### src/rtl/lbr_pkg.sv
// lbr_pkg: shared encodings and status-word layout for the last branch record unit
// Contents:
//   lbr_req_e  - lbrReq encodings (none / read FROM / read TO / read status)
//   npc_sel_e  - next_PC_sel encodings (sequential / branch / JAL / JALR)
//   STATUS_*   - bit offsets and width of the tos and count fields in the status word
package lbr_pkg;

    typedef enum logic [1:0] {
        LBR_REQ_NONE   = 2'b00,
        LBR_REQ_FROM   = 2'b01,
        LBR_REQ_TO     = 2'b10,
        LBR_REQ_STATUS = 2'b11
    } lbr_req_e;

    typedef enum logic [1:0] {
        NPC_SEQ    = 2'b00,
        NPC_BRANCH = 2'b01,
        NPC_JAL    = 2'b10,
        NPC_JALR   = 2'b11
    } npc_sel_e;

    localparam int STATUS_TOS_LSB   = 0;
    localparam int STATUS_COUNT_LSB = 8;
    localparam int STATUS_FIELD_W   = 8;

endpackage

### src/rtl/lbr_ring_buffer.sv
// lbr_ring_buffer: circular FROM/TO record storage with write pointer, saturating count and indexed read
// Ports:
//   clock, reset       - rising-edge clock, synchronous active-high reset
//   wr_en              - store {wr_from, wr_to} at tos and advance the pointer
//   wr_from, wr_to     - source PC and target of the record being stored
//   rd_idx             - age index, 0 is the most recent record
//   rd_from, rd_to     - contents of the indexed slot (combinational)
//   rd_valid           - rd_idx addresses a record that has been written
//   tos, count         - write pointer and number of valid entries
module lbr_ring_buffer
    import lbr_pkg::*;
#(
    parameter int ADDRESS_BITS = 20,
    parameter int LBR_SIZE     = 16,
    localparam int IW          = $clog2(LBR_SIZE),
    localparam int CW          = IW + 1
) (
    input  logic                    clock,
    input  logic                    reset,
    input  logic                    wr_en,
    input  logic [ADDRESS_BITS-1:0] wr_from,
    input  logic [ADDRESS_BITS-1:0] wr_to,
    input  logic [IW-1:0]           rd_idx,
    output logic [ADDRESS_BITS-1:0] rd_from,
    output logic [ADDRESS_BITS-1:0] rd_to,
    output logic                    rd_valid,
    output logic [IW-1:0]           tos,
    output logic [CW-1:0]           count
);

    logic [ADDRESS_BITS-1:0] from_q [LBR_SIZE];
    logic [ADDRESS_BITS-1:0] to_q   [LBR_SIZE];
    logic [IW-1:0]           slot;

    always_ff @(posedge clock) begin
        if (reset) begin
            for (int i = 0; i < LBR_SIZE; i++) begin
                from_q[i] <= '0;
                to_q[i]   <= '0;
            end
            tos   <= '0;
            count <= '0;
        end else if (wr_en) begin
            from_q[tos] <= wr_from;
            to_q[tos]   <= wr_to;
            tos         <= tos + IW'(1);
            count       <= (count == CW'(LBR_SIZE)) ? count : count + CW'(1);
        end
    end

    // tos points at the next free slot, so the newest record sits one behind it;
    // the IW-bit subtraction wraps modulo LBR_SIZE on its own.
    always_comb begin
        slot     = tos - IW'(1) - rd_idx;
        rd_from  = from_q[slot];
        rd_to    = to_q[slot];
        rd_valid = {1'b0, rd_idx} < count;
    end

endmodule

### src/rtl/lbr_record_unit.sv
// lbr_record_unit: memory-stage last branch record unit, logs taken control transfers and serves software reads
// Ports:
//   clock, reset   - rising-edge clock, synchronous active-high reset
//   stall          - pipeline stall, blocks recording
//   lbrReq         - 00 none, 01 read FROM, 10 read TO, 11 read status
//   next_PC_sel    - 00 sequential, 01 branch, 10 JAL, 11 JALR
//   RW_address     - read index in its low log2(LBR_SIZE) bits
//   ALU_result     - bit 0 is the branch-taken flag
//   PC_address     - PC of the control-transfer instruction
//   JAL_target     - target for branch or JAL
//   JALR_target    - target for JALR
//   output_data    - read result, zero while reset is high
// Build option: define LBR_CALL_FILTER_EN to record only JAL/JALR and ignore conditional branches.
module lbr_record_unit
    import lbr_pkg::*;
#(
    parameter int DATA_WIDTH   = 32,
    parameter int ADDRESS_BITS = 20,
    parameter int LBR_SIZE     = 16
) (
    input  logic                    clock,
    input  logic                    reset,
    input  logic                    stall,
    input  logic [1:0]              lbrReq,
    input  logic [1:0]              next_PC_sel,
    input  logic [DATA_WIDTH-1:0]   RW_address,
    input  logic [DATA_WIDTH-1:0]   ALU_result,
    input  logic [ADDRESS_BITS-1:0] PC_address,
    input  logic [ADDRESS_BITS-1:0] JAL_target,
    input  logic [ADDRESS_BITS-1:0] JALR_target,
    output logic [DATA_WIDTH-1:0]   output_data
);

    localparam int IW = $clog2(LBR_SIZE);
    localparam int CW = IW + 1;

`ifdef LBR_CALL_FILTER_EN
    localparam bit RECORD_BRANCH = 1'b0;
`else
    localparam bit RECORD_BRANCH = 1'b1;
`endif

    logic                    taken;
    logic [ADDRESS_BITS-1:0] target;
    logic [ADDRESS_BITS-1:0] rd_from;
    logic [ADDRESS_BITS-1:0] rd_to;
    logic [ADDRESS_BITS-1:0] rd_word;
    logic                    rd_valid;
    logic [IW-1:0]           tos;
    logic [CW-1:0]           count;
    logic [DATA_WIDTH-1:0]   status;
    logic                    unused_bits;

    assign unused_bits = ^{RW_address[DATA_WIDTH-1:IW], ALU_result[DATA_WIDTH-1:1]};

    always_comb begin
        taken  = (next_PC_sel == NPC_JAL) || (next_PC_sel == NPC_JALR) ||
                 (RECORD_BRANCH && (next_PC_sel == NPC_BRANCH) && ALU_result[0]);
        target = (next_PC_sel == NPC_JALR) ? JALR_target : JAL_target;
    end

    lbr_ring_buffer #(
        .ADDRESS_BITS(ADDRESS_BITS),
        .LBR_SIZE    (LBR_SIZE)
    ) u_ring (
        .clock   (clock),
        .reset   (reset),
        .wr_en   (taken && !stall),
        .wr_from (PC_address),
        .wr_to   (target),
        .rd_idx  (RW_address[IW-1:0]),
        .rd_from (rd_from),
        .rd_to   (rd_to),
        .rd_valid(rd_valid),
        .tos     (tos),
        .count   (count)
    );

    always_comb begin
        status      = (DATA_WIDTH'(count) << STATUS_COUNT_LSB) | (DATA_WIDTH'(tos) << STATUS_TOS_LSB);
        rd_word     = (lbrReq == LBR_REQ_FROM) ? rd_from : rd_to;
        output_data = (reset || lbrReq == LBR_REQ_NONE) ? '0 :
                      (lbrReq == LBR_REQ_STATUS)        ? status :
                      rd_valid                          ? DATA_WIDTH'(rd_word) : '0;
    end

endmodule

### config.mk
export PLATFORM = sky130hd
export DESIGN_NAME = lbr_record_unit
export DESIGN_NICKNAME = d
export VERILOG_FILES = /design/src/rtl/lbr_pkg.sv /design/src/rtl/lbr_ring_buffer.sv /design/src/rtl/lbr_record_unit.sv
export SDC_FILE = /design/constraint.sdc
export NUM_CORES = 1
export LEC_CHECK = 0
export BUFFER_PORTS_ARGS = -buffer_cell sky130_fd_sc_hd__buf_2
export CAP_MARGIN = 10
export CORE_MARGIN = 5
export CORE_UTILIZATION = 55
export DETAILED_ROUTE_END_ITERATION = 16
export PLACE_DENSITY = 0.76
export SYNTH_ARGS = -nofsm -noshare
export SYNTH_HDL_FRONTEND = slang
export SYNTH_SLANG_ARGS = --single-unit
### constraint.sdc
create_clock -name clock -period 5.25 [get_ports clock]
set_clock_uncertainty 0.15 [all_clocks]
set_input_delay 1.575 -clock clock [delete_from_list [all_inputs] [get_ports clock]]
set_output_delay 1.575 -clock clock [all_outputs]
set_load 0.1 [all_outputs]
==> results of run 1 <==
-- worst max-delay path by stage --
| stage | from | endpoint | slack [ps] | depth (start not counted) |
|---|---|---|---|---|
| finish | RW_address[0] | output_data[4] | -870 | 12 |
| global route | RW_address[0] | output_data[12] | -900 | 13 |
| CTS | RW_address[0] | output_data[4] | -860 | 12 |
| detailed placement | RW_address[0] | output_data[0] | -1070 | 12 |
| global placement | RW_address[0] | output_data[19] | -1050 | 12 |
| floorplan | RW_address[0] | output_data[8] | -610 | 10 |
-- tightest hold or removal path: cells and delay by family (launching register included) --
family        cells  cell delay [ps]
flops             1              350
mux               1              140
simple gates      1               50
-- placed cells by master, fill, tap and decap left out, types with 16 or more instances in the layout --
cell type / Yosys / routed
sky130_fd_sc_hd__nor2_1: 335 / 335
sky130_fd_sc_hd__clkbuf_1: 131 / 17
sky130_fd_sc_hd__nand2_2: 0 / 21
sky130_fd_sc_hd__clkinv_1: 0 / 16
sky130_fd_sc_hd__buf_4: 12 / 111
sky130_fd_sc_hd__mux2_2: 32 / 20
sky130_fd_sc_hd__and2_1: 320 / 320
sky130_fd_sc_hd__nand2_1: 48 / 26
sky130_fd_sc_hd__mux2i_1: 21 / 19
sky130_fd_sc_hd__edfxtp_1: 640 / 640
sky130_fd_sc_hd__buf_2: 22 / 70
sky130_fd_sc_hd__buf_12: 0 / 43
sky130_fd_sc_hd__nand2b_2: 0 / 16
sky130_fd_sc_hd__clkbuf_16: 0 / 69
sky130_fd_sc_hd__mux4_2: 182 / 182
-- power breakdown --
part	switching [µW]	internal, µW
sequential	56.0	5870
combinational	1040	886
clock	1960	2610
total	3060	9370
-- through the flow --
stage / setup TNS (ps) / std cells / setup slack [ps] / power, µW / utilization [%]
2_1_floorplan: -8560 / 1918 / -614 / 7130 / -
3_3_place_gp: -20330 / 2667 / -1050 / 7700 / 60.3
3_5_place_dp: -20720 / 2667 / -1070 / 7750 / 60.3
4_1_cts: -16470 / 2796 / -864 / 12400 / 65.4
5_1_grt: -17460 / 2805 / -905 / 12800 / 65.8
6_report: -16650 / 2805 / -868 / 12400 / 65.8
-- layout make-up --
cell class | count | area (µm²) | area share (%)
Tap cell | 688 | 861 | 2.49
Multi-Input combinational cell | 1084 | 9780 | 28.2
Antenna cell | 5 | 12.5 | 0.0361
Sequential cell | 649 | 19400 | 56.0
Clock buffer | 84 | 1740 | 5.03
Inverter | 10 | 50.0 | 0.145
Timing Repair Buffer | 249 | 2470 | 7.14
Clock inverter | 36 | 315 | 0.911
-- per-layer routing --
| metal | vias to the layer above | track usage (%) | part of all wire (%) |
|---|---|---|---|
| met5 | - | 0 | 0 |
| met3 | 251 | 6.31 | 12 |
| li1 | 7317 | - | - |
| met4 | 0 | 13.7 | 5.3 |
| met2 | 1313 | 47.4 | 49 |
| met1 | 9064 | 37.2 | 33 |
-- timing repair --
| action | 4_1_cts | 5_1_grt |
|---|---|---|
| setup buffers | 5 | 1 |
| gates resized for setup | 120 | 30 |
| cloned | 4 | 2 |
| setup endpoints to repair | 20 | 20 |
| pin swaps | 9 | 4 |
-- state kept, by name, summed over array words and instances, names as in the netlist --
register / count
u_ring.to_q: 320
u_ring.count: 5
u_ring.tos: 4
u_ring.from_q: 320
-- cells by family after synthesis --
family	Yosys count
compound gates	50
fa+ha+maj	13
buf+inv	185
flops	649
xor+xnor	11
simple gates	763
mux	235
other cells	1
==> results, run 1 <==
- The die covers 57900 µm².
- Among all stages on the critical path, the largest delay is contributed by sky130_fd_sc_hd__fa_4.
- The top achievable clock speed is roughly 160 MHz.
- For the worst setup path, the data required time is 3530 ps.
- The combinational family with the most area after synthesis is multiplexers.
- The number of hold buffers added after CTS was 0.
- The vias after detailed routing is around 18000.
- The clock latency at the later pin of the worst-skew pair is 590 ps.
- The most prevalent standard cell on the critical path is sky130_fd_sc_hd__buf_12.
- The worst register-to-register path begins at u_ring.tos[3].
- The distinct cell type count of the synthesized netlist is 34.
- The post-synthesis instance total is between 1500 and 2000.
- The total standard cell area after synthesis is 29300 µm².
- The tool flagged a number of max-cap violations equal to 0.
- VDD sags by at most approximately 0.00024 V.
- In this run the critical register-to-register path is captured at u_ring.from_q[11][5].
- Broken down by cell family, the worst path's largest delay share belongs to adder cells.
- The total global routing track utilization is between 20% and 30%.
- The boundary pin count is ~160.
- The aggregate routed wire length is about 83 mm.
- The final reports fail on negative setup slack.
- The die width is roughly 240 µm.
- The analysis attributes to cell leakage a power of between 0.01 and 0.015 µW.
- In this run the vertical extent of the chip is around 240 µm.
- The first global-routing pass estimated approximately 120 mm of wire.
- The cell area after placement is around 32000 µm².
- The finished cells cover ~35000 µm².
- The number of antenna violations at the first check in global routing is 10.
- The clock-pin transition on the worst setup and hold timing paths is roughly 60 ps.
- The proportion of synthesized flip-flops having asynchronous set or reset is 0%.
- The count of nets after finishing is around 2200.
- The cell type contributing the most total cell area after synthesis is sky130_fd_sc_hd__edfxtp_1.
- At the pin with the least slew margin, the transition time is approximately 1200 ps.
- The number of sinks handled by clock tree synthesis is ~650.
- The share of cells above drive strength 1 is 30.4%.
- The area share of xor/xnor cells in the synthesized design is less than 1%.
- Data on the critical path arrives at its endpoint at 4390 ps.
- The synthesized netlist devotes 0.582% of its cell area to adder and majority cells.
- In this design, the stage delay of the slowest critical-path cell is around 870 ps.
- The most instantiated library cell after synthesis is sky130_fd_sc_hd__edfxtp_1.
- The minimum clock period after layout is 6120 ps.
- The number of global-route vias before repair was between 15000 and 20000.
- Setup repair after global routing could not meet its margin everywhere.
- The detailed-route DRC error count is 0.
- The type of the worst setup path is input pin to output pin.
- The final number of max-transition violations is 0.
- The signal on the critical path passes through buf_12 > inv_12 > ha_4 > inv_2 > fa_4 > buf_12 > buf_16 > mux4_2 > mux4_2 > nand2_2 > a21oi_4 > buf_12.
- The total power divided by cell area is 359 nW/µm².
- The worst setup path is launched from an input pin.
- Headroom to the max-slew limit came out at between 10% and 20%.
- The critical path contains buffers and inverters numbering 6 combined.
- The H-tree was split into 3 levels.
- By count the netlist is led by sky130_fd_sc_hd__edfxtp_1, sky130_fd_sc_hd__nor2_1, sky130_fd_sc_hd__and2_1.
- The number of warnings printed during yosys synthesis is 0.
- The core region is between 50000 and 60000 µm².
- In the post-route analysis, the smallest setup slack over all paths is -868 ps.
- Dividing the synthesized area by the synthesized cell count gives 15.3 µm².
- The internal reg-to-reg setup slack is 2320 ps.
- Dividing the final minimum period by the clock period gives 117%.
- The count of flip-flops with a built-in enable after synthesis is between 600 and 700.
- The synthesized netlist devotes ~1.1% of its cell area to compound gates.
- Measured against the total synthesized area, the mux share comes to ~16%.
- Once detail routing completed, the nets flagged for antenna violations numbered 0.
- The synthesized flop and latch total is around 650.
- In this run the core area contains 84 standard-cell rows.
- The setup violation total in the final timing report is 20.
- The detailed-route vias per instance is around 6.4.
- The total congestion overflow is 0.
- Ranked by total cell area, the synthesized netlist is headed by sky130_fd_sc_hd__edfxtp_1, sky130_fd_sc_hd__mux4_2, sky130_fd_sc_hd__and2_1.
- For this block, the initial DRC count from the detailed router was approximately 2800.
- The share of synthesized area occupied by flip-flops and latches is about 66%.
- The type of element capturing the critical path is an output pin.
- Counting cells, the worst reg-to-reg path comes to 5.
- The number of fillers in the final layout is ~3500.
- For this configuration, the core starts out at a cell density of a little under three fifths.
- The run finished, with violations left.
- The portion of synthesized cell area occupied by the leading cell type is between 60% and 70%.
- For this run, the leading register cell type out of synthesis is sky130_fd_sc_hd__edfxtp_1.
- The largest fanout on the critical path is 9.
- The simple-gate area share of the yosys netlist is around an eighth.
- No sink is reached through more buffers than the 3 on the longest clock path.
- The number of hold violations in the final report came to 0.
- TritonCTS built the clock tree.
- The number of cells on the worst hold path is 2.
- The routability-driven placement congestion ratio is 0.852.
- The final hold slack is 437 ps.
- The iteration count of the initial detailed-routing pass is 6.
- The count of buffers added on input and output ports is slightly above 90.
- The average wire per cell in the routed design is just under 30 µm.
- The HPWL after detailed placement is just over 50 mm.
- From synthesis to final layout, the design area changed by 18.4%.
- The number of clock buffers added by TritonCTS is 67.
- The path class of the lowest-slack min-delay path is register to register.
- The worst hold path terminates at u_ring.count[1].
- In this run the most critical hold path is launched from u_ring.count[1].
- The root cell of the clock tree is sky130_fd_sc_hd__clkbuf_16.
- The pin count of the biggest net entering global routing is 33.
No activity file was read; power rests on OpenSTA's default activity.
==> run 2, diff against run 1 <==
- CORE_UTILIZATION: 55 -> 31
- MAX_ROUTING_LAYER: not set -> met4
- PLACE_DENSITY: 0.76 -> not set
==> results, run 2 (same netlist as run 1, synthesis figures left out) <==
- The flow ran to the end, but the final reports show violations.
- The checks that failed: negative setup slack.
- Clock-pin slew was measured on the worst setup and hold paths at around 60 ps.
- The share of cells above drive strength 1 is between 30% and 40%.
- Pin placement for this block handled roughly 160 I/O pins.
- At the end of the flow the core is filled with cells to roughly two fifths.
- TritonCTS built the clock tree.
- The die covers slightly above 100000 µm².
- The overall power of the completed layout is approximately 13000 µW.
- The number of cells on the worst hold path is 2.
- The root cell of the clock tree is sky130_fd_sc_hd__clkbuf_16.
- The count of hold buffers inserted by post-cts repair is 0.
- The number of antenna violations at the first check in global routing was 14.
- The placement-stage worst setup slack is -1460 ps.
- The starting density of the core is between 30 and 40%.
- The wire length of the first global-routing pass is 129 mm.
- The quantity of I/O buffers inserted on ports is 91.
- The number of global-route vias before repair came to around 18000.
- After detailed routing, the number of vias per cell comes to 5.23.
- The largest registers in the layout are u_ring.from_q (320), u_ring.to_q (320), u_ring.count (5).
- The vias after detailed routing is around 18000.
- In this run the worst path has a maximum fanout of 9.
- The final instance count without filler cells is ~3400.
- The number of hold violations in the final report is 0.
- Among the stages of the critical path, the cell type that occurs most often is sky130_fd_sc_hd__buf_12.
- The worst hold path terminates at u_ring.count[1].
- At the end of the flow, the number of nets in the layout was around 2200.
- The clock tree synthesis step divided the H-tree into 3 levels.
- The setup slack of the critical path after layout is -930 ps.
- The setup TNS after final layout is -17680 ps.
- The detailed-route DRC error count is 0.
- The setup violation total in the final timing report is 20.
- Setup repair after global routing could not meet its margin everywhere.
- The type of the worst setup path is input pin to output pin.
- The clock net in this run drives a total of roughly 650 sinks.
- The kind of cell adding the most delay to the critical path is adder cells.
- The slowest cell on the critical path is sky130_fd_sc_hd__fa_4.
- The die width is around 320 µm.
- The clock latency at the later pin of the worst-skew pair is 610 ps.
- The top achievable clock speed is 162 MHz.
- The pin count of the biggest net entering global routing is slightly above 40.
- The leakage power is 0.0131 µW.
- Power spread over the standard cell area amounts to ~360 nW/µm².
- The endpoint of the lowest-slack register-to-register path is u_ring.from_q[1][9].
- In the final routed layout, each cell accounts on average for around 27 µm.
- The required time of the worst setup path is 3530 ps.
- The register cell area after layout is slightly below 20000 µm².
- Once placement completed, the tool counted placed cells totaling 3263.
- Measured in cells, the most critical reg-to-reg path has a length of 6.
- The wire-length estimate of the detail-placed layout is 54.5 mm.
- The library cell used most frequently in the layout, excluding fill and tap cells, is sky130_fd_sc_hd__edfxtp_1.
- The worst path arrival time is roughly 4500 ps.
- Across the VDD grid, the largest voltage drop is 0.000268 V.
- In this run the remaining antenna-violating nets after routing total 0.
- For this run, the total global-route usage over all layers was measured as a little under a fifth.
- The longest individual stage delay on the worst path is just under 900 ps.
- After floorplanning, the core was divided into between 100 and 150 placement rows.
- The top cell types in the final layout, fill and taps aside, are sky130_fd_sc_hd__edfxtp_1, sky130_fd_sc_hd__nor2_1, sky130_fd_sc_hd__and2_1, sky130_fd_sc_hd__mux4_2, sky130_fd_sc_hd__buf_4.
- The number of fillers in the final layout is 8645.
- Global routing finished with a remaining overflow of 0.
- The area occupied by multi-input gates is ~10000 µm².
- The startpoint of the lowest-slack register-to-register path is u_ring.tos[0].
- Routability-driven placement finished with a final weighted congestion of approximately 0.83.
- The die is between 300 and 400 µm tall.
- Walking the worst path, the cells encountered are buf_12 > inv_12 > ha_4 > inv_2 > fa_4 > buf_12 > buf_8 > mux4_2 > mux4_2 > nand2_2 > a21oi_4 > buf_12.
- The CTS buffer count is 70.
- The path class of the lowest-slack min-delay path is register to register.
- For the pin with the worst max-slew slack, the measured transition is approximately 1200 ps.
- The pre-antenna-repair detailed-routing pass consisted of 5 iterations.
- After the first detailed-routing iteration, the DRC count stood at between 2000 and 2500.
- The critical path contains buffers and inverters numbering 6 combined.
- Summed over all layers, the routed wires come to roughly 91 mm.
- In this run the tightest slew margin relative to its limit is between 10% and 20%.
- The final number of max-transition violations was 0.
- The hold path startpoint is u_ring.count[1].
- The total area inside the core boundary comes to roughly 93000 µm².
- The area growth from synthesis to layout is 23.2%.
- Subtracting the final worst setup slack from the clock period gives a little over 6000 ps.
- The kind of start point of the critical path is an input pin.
- The internal reg-to-reg setup slack is 2550 ps.
- The final cycle utilization of the critical path is 118%.
- The count of max-cap constraint violations is 0.
- Counting along the longest clock path gives a buffer depth of 3.
- The type of element capturing the critical path is an output pin.
-- run 2: changes by cell type in the layout (fill, tap and decap cells not counted), moves of 5 or more --
cell	delta
sky130_fd_sc_hd__buf_12	+18
sky130_fd_sc_hd__buf_4	+14
sky130_fd_sc_hd__clkbuf_16	+5
sky130_fd_sc_hd__mux2_2	-5
sky130_fd_sc_hd__mux2_4	+5
-- run 2: worst max path at each step --
stage,end,cells past startpoint,start,slack (ps)
after global placement,output_data[0],12,RW_address[0],-1480
after floorplan,output_data[8],10,RW_address[0],-610
after CTS,output_data[18],12,RW_address[0],-910
final,output_data[18],12,RW_address[0],-930
after detailed placement,output_data[0],12,RW_address[0],-1460
after global routing,output_data[3],14,RW_address[0],-950
-- run 2: timing repair --
| action | 4_1_cts | 5_1_grt |
|---|---|---|
| resized for setup | 153 | 16 |
| hold endpoints to repair | 0 | 0 |
| cloned | 6 | 3 |
| pin swaps | 25 | 14 |
| setup endpoints to repair | 20 | 20 |
| setup buffers | 13 | 2 |
-- run 2: cell type report --
cell class	instances	share of cell area [%]
sequential	649	53.8
timing repair buffer	281	8.15
antenna	7	0.0486
clock inverter	39	1.11
inverter	10	0.139
tap	1254	4.35
multi-input combinational	1084	27.3
clock buffer	88	5.11
-- run 2: worst reg2reg max path: stages, from the launching register on --
cell                       delay (ps)
sky130_fd_sc_hd__dfxtp_1          370
sky130_fd_sc_hd__buf_4            170
sky130_fd_sc_hd__ha_1             380
sky130_fd_sc_hd__nand3_1          120
sky130_fd_sc_hd__buf_4            310
sky130_fd_sc_hd__nand2b_2         120
sky130_fd_sc_hd__buf_4            700
-- run 2: per-layer routing --
| metal | vias up | part of all wire, % | track usage (%) |
|---|---|---|---|
| met5 | - | 0 | - |
| met4 | 0 | 2.9 | 5.21 |
| met3 | 186 | 11 | 4.96 |
| met1 | 9266 | 40 | 24.5 |
| li1 | 7411 | - | - |
| met2 | 991 | 46 | 28.2 |
-- run 2: report_power, final --
group | switching [µW] | leakage (µW) | total [µW] | internal (µW)
clock | 2030 | 0.00109 | 4910 | 2880
sequential | 51.0 | 0.00669 | 5920 | 5870
combinational | 1100 | 0.00529 | 2050 | 951
-- run 2: stage by stage --
stage	cell area [µm²]	hold slack, ps
final	36000	443
after global routing	36000	494
after CTS	36000	456
after detailed placement	32800	437
after global placement	32800	405
after floorplan	29700	359
==> run 3, diff against run 2 <==
- SKIP_LAST_GASP: not set -> 1
==> results, run 3 (same netlist as run 1, synthesis figures left out) <==
- The root cell of the clock tree is sky130_fd_sc_hd__clkbuf_16.
- The number of global-route vias before repair is 18200.
- Pin placement for this block handled between 150 and 200 I/O pins.
- At the end of routability-driven placement, the weighted congestion stood at approximately 0.83.
- The floorplan die area is 101000 µm².
- Cells with a size suffix above 1 make up around a third of the layout.
- Setup violations remaining at the end of the flow were counted as 20.
- The maximum ir drop on the vdd rail is 0.000266 V.
- The first routing iteration left 2290 violations.
- The tightest hold path in the finished design has a slack of 444 ps.
- The first global-routing pass estimated 128 mm of wire.
- Measured along the x axis, the die boundary spans ~320 µm.
- The path class of the lowest-slack min-delay path is register to register.
- On the critical path, the stage with the largest delay is an instance of sky130_fd_sc_hd__fa_4.
- The largest fanout on the critical path is 8.
- Measured against its own limit, the worst slew margin works out to between 10% and 20%.
- Total power for the finished layout comes to about 13000 µW.
- The total global routing track utilization is 18.4%.
- The top achievable clock speed is between 150 and 200 MHz.
- The number of hold violations in the final report is 0.
- Once routing completed, OpenROAD measured the worst setup slack at -920 ps.
- The flow ran to the end, but the final reports show violations.
- The aggregate routed wire length is between 90 and 100 mm.
- After filler insertion, the fill cell instance count of the layout stands at just under 9000.
- The vias after detailed routing is between 15000 and 20000.
- The H-tree depth is 3.
- The type of element capturing the critical path is an output pin.
- Setup repair after global routing could not meet its margin everywhere.
- The clock-pin transition on the worst setup and hold timing paths is 60 ps.
- The type of the worst setup path is input pin to output pin.
- The clock latency at the later pin of the worst-skew pair is roughly 610 ps.
- The number of nets with antenna violations after detailed routing is 0.
- The area added between synthesis and finish is 22.8%.
- Walking the worst path, the cells encountered are buf_12 > inv_12 > ha_4 > inv_2 > fa_4 > buf_12 > buf_8 > mux4_2 > mux4_2 > nand2_2 > a21oi_4 > buf_12.
- The standard-cell row count is approximately 110.
- At the end of the flow the core is filled with cells to 38.4%.
- At the pin with the least slew margin, the transition time is between 1000 and 1500 ps.
- The total congestion overflow is 0.
- Entering global routing, the biggest net connects 41 pins.
- The starting density of the core is a little under a third.
- Using the TritonRoute via totals, the vias-per-cell ratio works out to 5.26.
- The library cell used most frequently in the layout, excluding fill and tap cells, is sky130_fd_sc_hd__edfxtp_1.
- STA classifies the critical path startpoint as an input pin.
- Together, buffers and inverters on the worst path number 6.
- The number of antenna violations at the first check in global routing was 14.
- Counting along the longest clock path gives a buffer depth of 3.
- Port buffering added between 90 and 100 buffers.
- In this design, the critical path's most frequently occurring cell is sky130_fd_sc_hd__buf_12.
- The average wire per cell in the routed design is ~27 µm.
- The leakage power is between 0.01 and 0.015 µW.
- The total power divided by cell area is 358 nW/µm².
- The die span in y is 317 µm.
- Subtracting the final worst setup slack from the clock period gives between 6000 and 7000 ps.
- The iteration count of the initial detailed-routing pass is 5.
- The core region is just over 90000 µm².
- The multi-input combinational cells in the finished layout cover a total of a little under 10000 µm².
- The required time of the worst setup path is ~3500 ps.
- In the layout the commonest cells are sky130_fd_sc_hd__edfxtp_1, sky130_fd_sc_hd__nor2_1, sky130_fd_sc_hd__and2_1, sky130_fd_sc_hd__mux4_2, sky130_fd_sc_hd__buf_4.
- The worst path arrival time is about 4400 ps.
- Max-cap violations in this run came to 0.
- The final reports fail on negative setup slack.
- In this design, the stage delay of the slowest critical-path cell is around 900 ps.
- Counting the buffers created by CTS gives 70.
- The register cell area after layout is slightly below 20000 µm².
- The largest registers in the layout are u_ring.from_q (320), u_ring.to_q (320), u_ring.count (5).
- The final number of max-transition violations came to 0.
- The HPWL after detailed placement is approximately 54 mm.
- For this run, design rule violations remaining after detail routing come to 0.
- TritonCTS built the clock tree.
- The final cycle utilization of the critical path is 118%.
- The count of nets after finishing is 2238.
- CTS saw about 650 sinks.
- The kind of cell adding the most delay to the critical path is adder cells.
==> run 3: changes by cell type in the layout (fill, tap and decap cells not counted), moves of 2 or more <==
cell | before | now
sky130_fd_sc_hd__o22ai_4 | 8 | 5
sky130_fd_sc_hd__nand2_2 | 22 | 17
sky130_fd_sc_hd__nand2_1 | 26 | 31
sky130_fd_sc_hd__mux2_4 | 17 | 13
sky130_fd_sc_hd__o22ai_2 | 5 | 8
sky130_fd_sc_hd__mux2_2 | 15 | 19
sky130_fd_sc_hd__buf_12 | 61 | 59
sky130_fd_sc_hd__buf_8 | 6 | 8
==> run 3: worst paths after layout <==
path	end	slack, ps	start	depth (start not counted)
setup / recovery	output_data[18]	-920	RW_address[0]	12
hold / removal	u_ring.count[1]	440	u_ring.count[1]	2
setup reg to reg	u_ring.from_q[10][19]	2560	u_ring.tos[3]	5
hold reg to reg	u_ring.count[1]	440	u_ring.count[1]	2
==> run 3: stage by stage <==
step | setup TNS (ps) | area (µm²) | instances | worst slack (ps)
after floorplan | -8560 | 29700 | 1918 | -614
after global placement | -23690 | 32800 | 3263 | -1480
after detailed placement | -23660 | 32800 | 3263 | -1460
after CTS | -17370 | 35900 | 3404 | -909
after global routing | -18220 | 35900 | 3408 | -950
final | -17550 | 35900 | 3410 | -920
==> run 3: repair_timing <==
| item | CTS | global route |
|---|---|---|
| resized for setup | 140 | 17 |
| pin swaps | 25 | 14 |
| endpoints found under the setup margin | 20 | 20 |
| hold buffers | 0 | 0 |
| buffers inserted | 13 | 4 |
| gates cloned | 6 | 2 |
==> run 3: worst register-to-register path: cells and delay by family (launching register included) <==
kind	cells	cell delay, ps
buffers and inverters	2	560
DFF	1	340
and+or+nand+nor	3	1300
==> run 3: final cells by class <==
type | instances | area share, %
clock buffers | 88 | 5.12
multi-input cells | 1084 | 27.2
flip-flops and latches | 649 | 54.0
well taps | 1254 | 4.37
clock inverters | 39 | 1.11
repair buffers | 279 | 8.00
diodes | 7 | 0.0488
inverters | 10 | 0.139
==> run 3: metal layers <==
metal  share of wire, %  global-route usage (%)
met4                2.9                    5.24
met3                 11                    4.96
met1                 40                    24.5
met2                 46                    28.1
met5                  0                       -
==> run 3: report_power, final <==
part | switching, µW | total, µW | internal (µW)
logic | 1090 | 2020 | 932
clock network | 2030 | 4920 | 2880
registers | 51.2 | 5920 | 5870
total | 3170 | 12900 | 9690
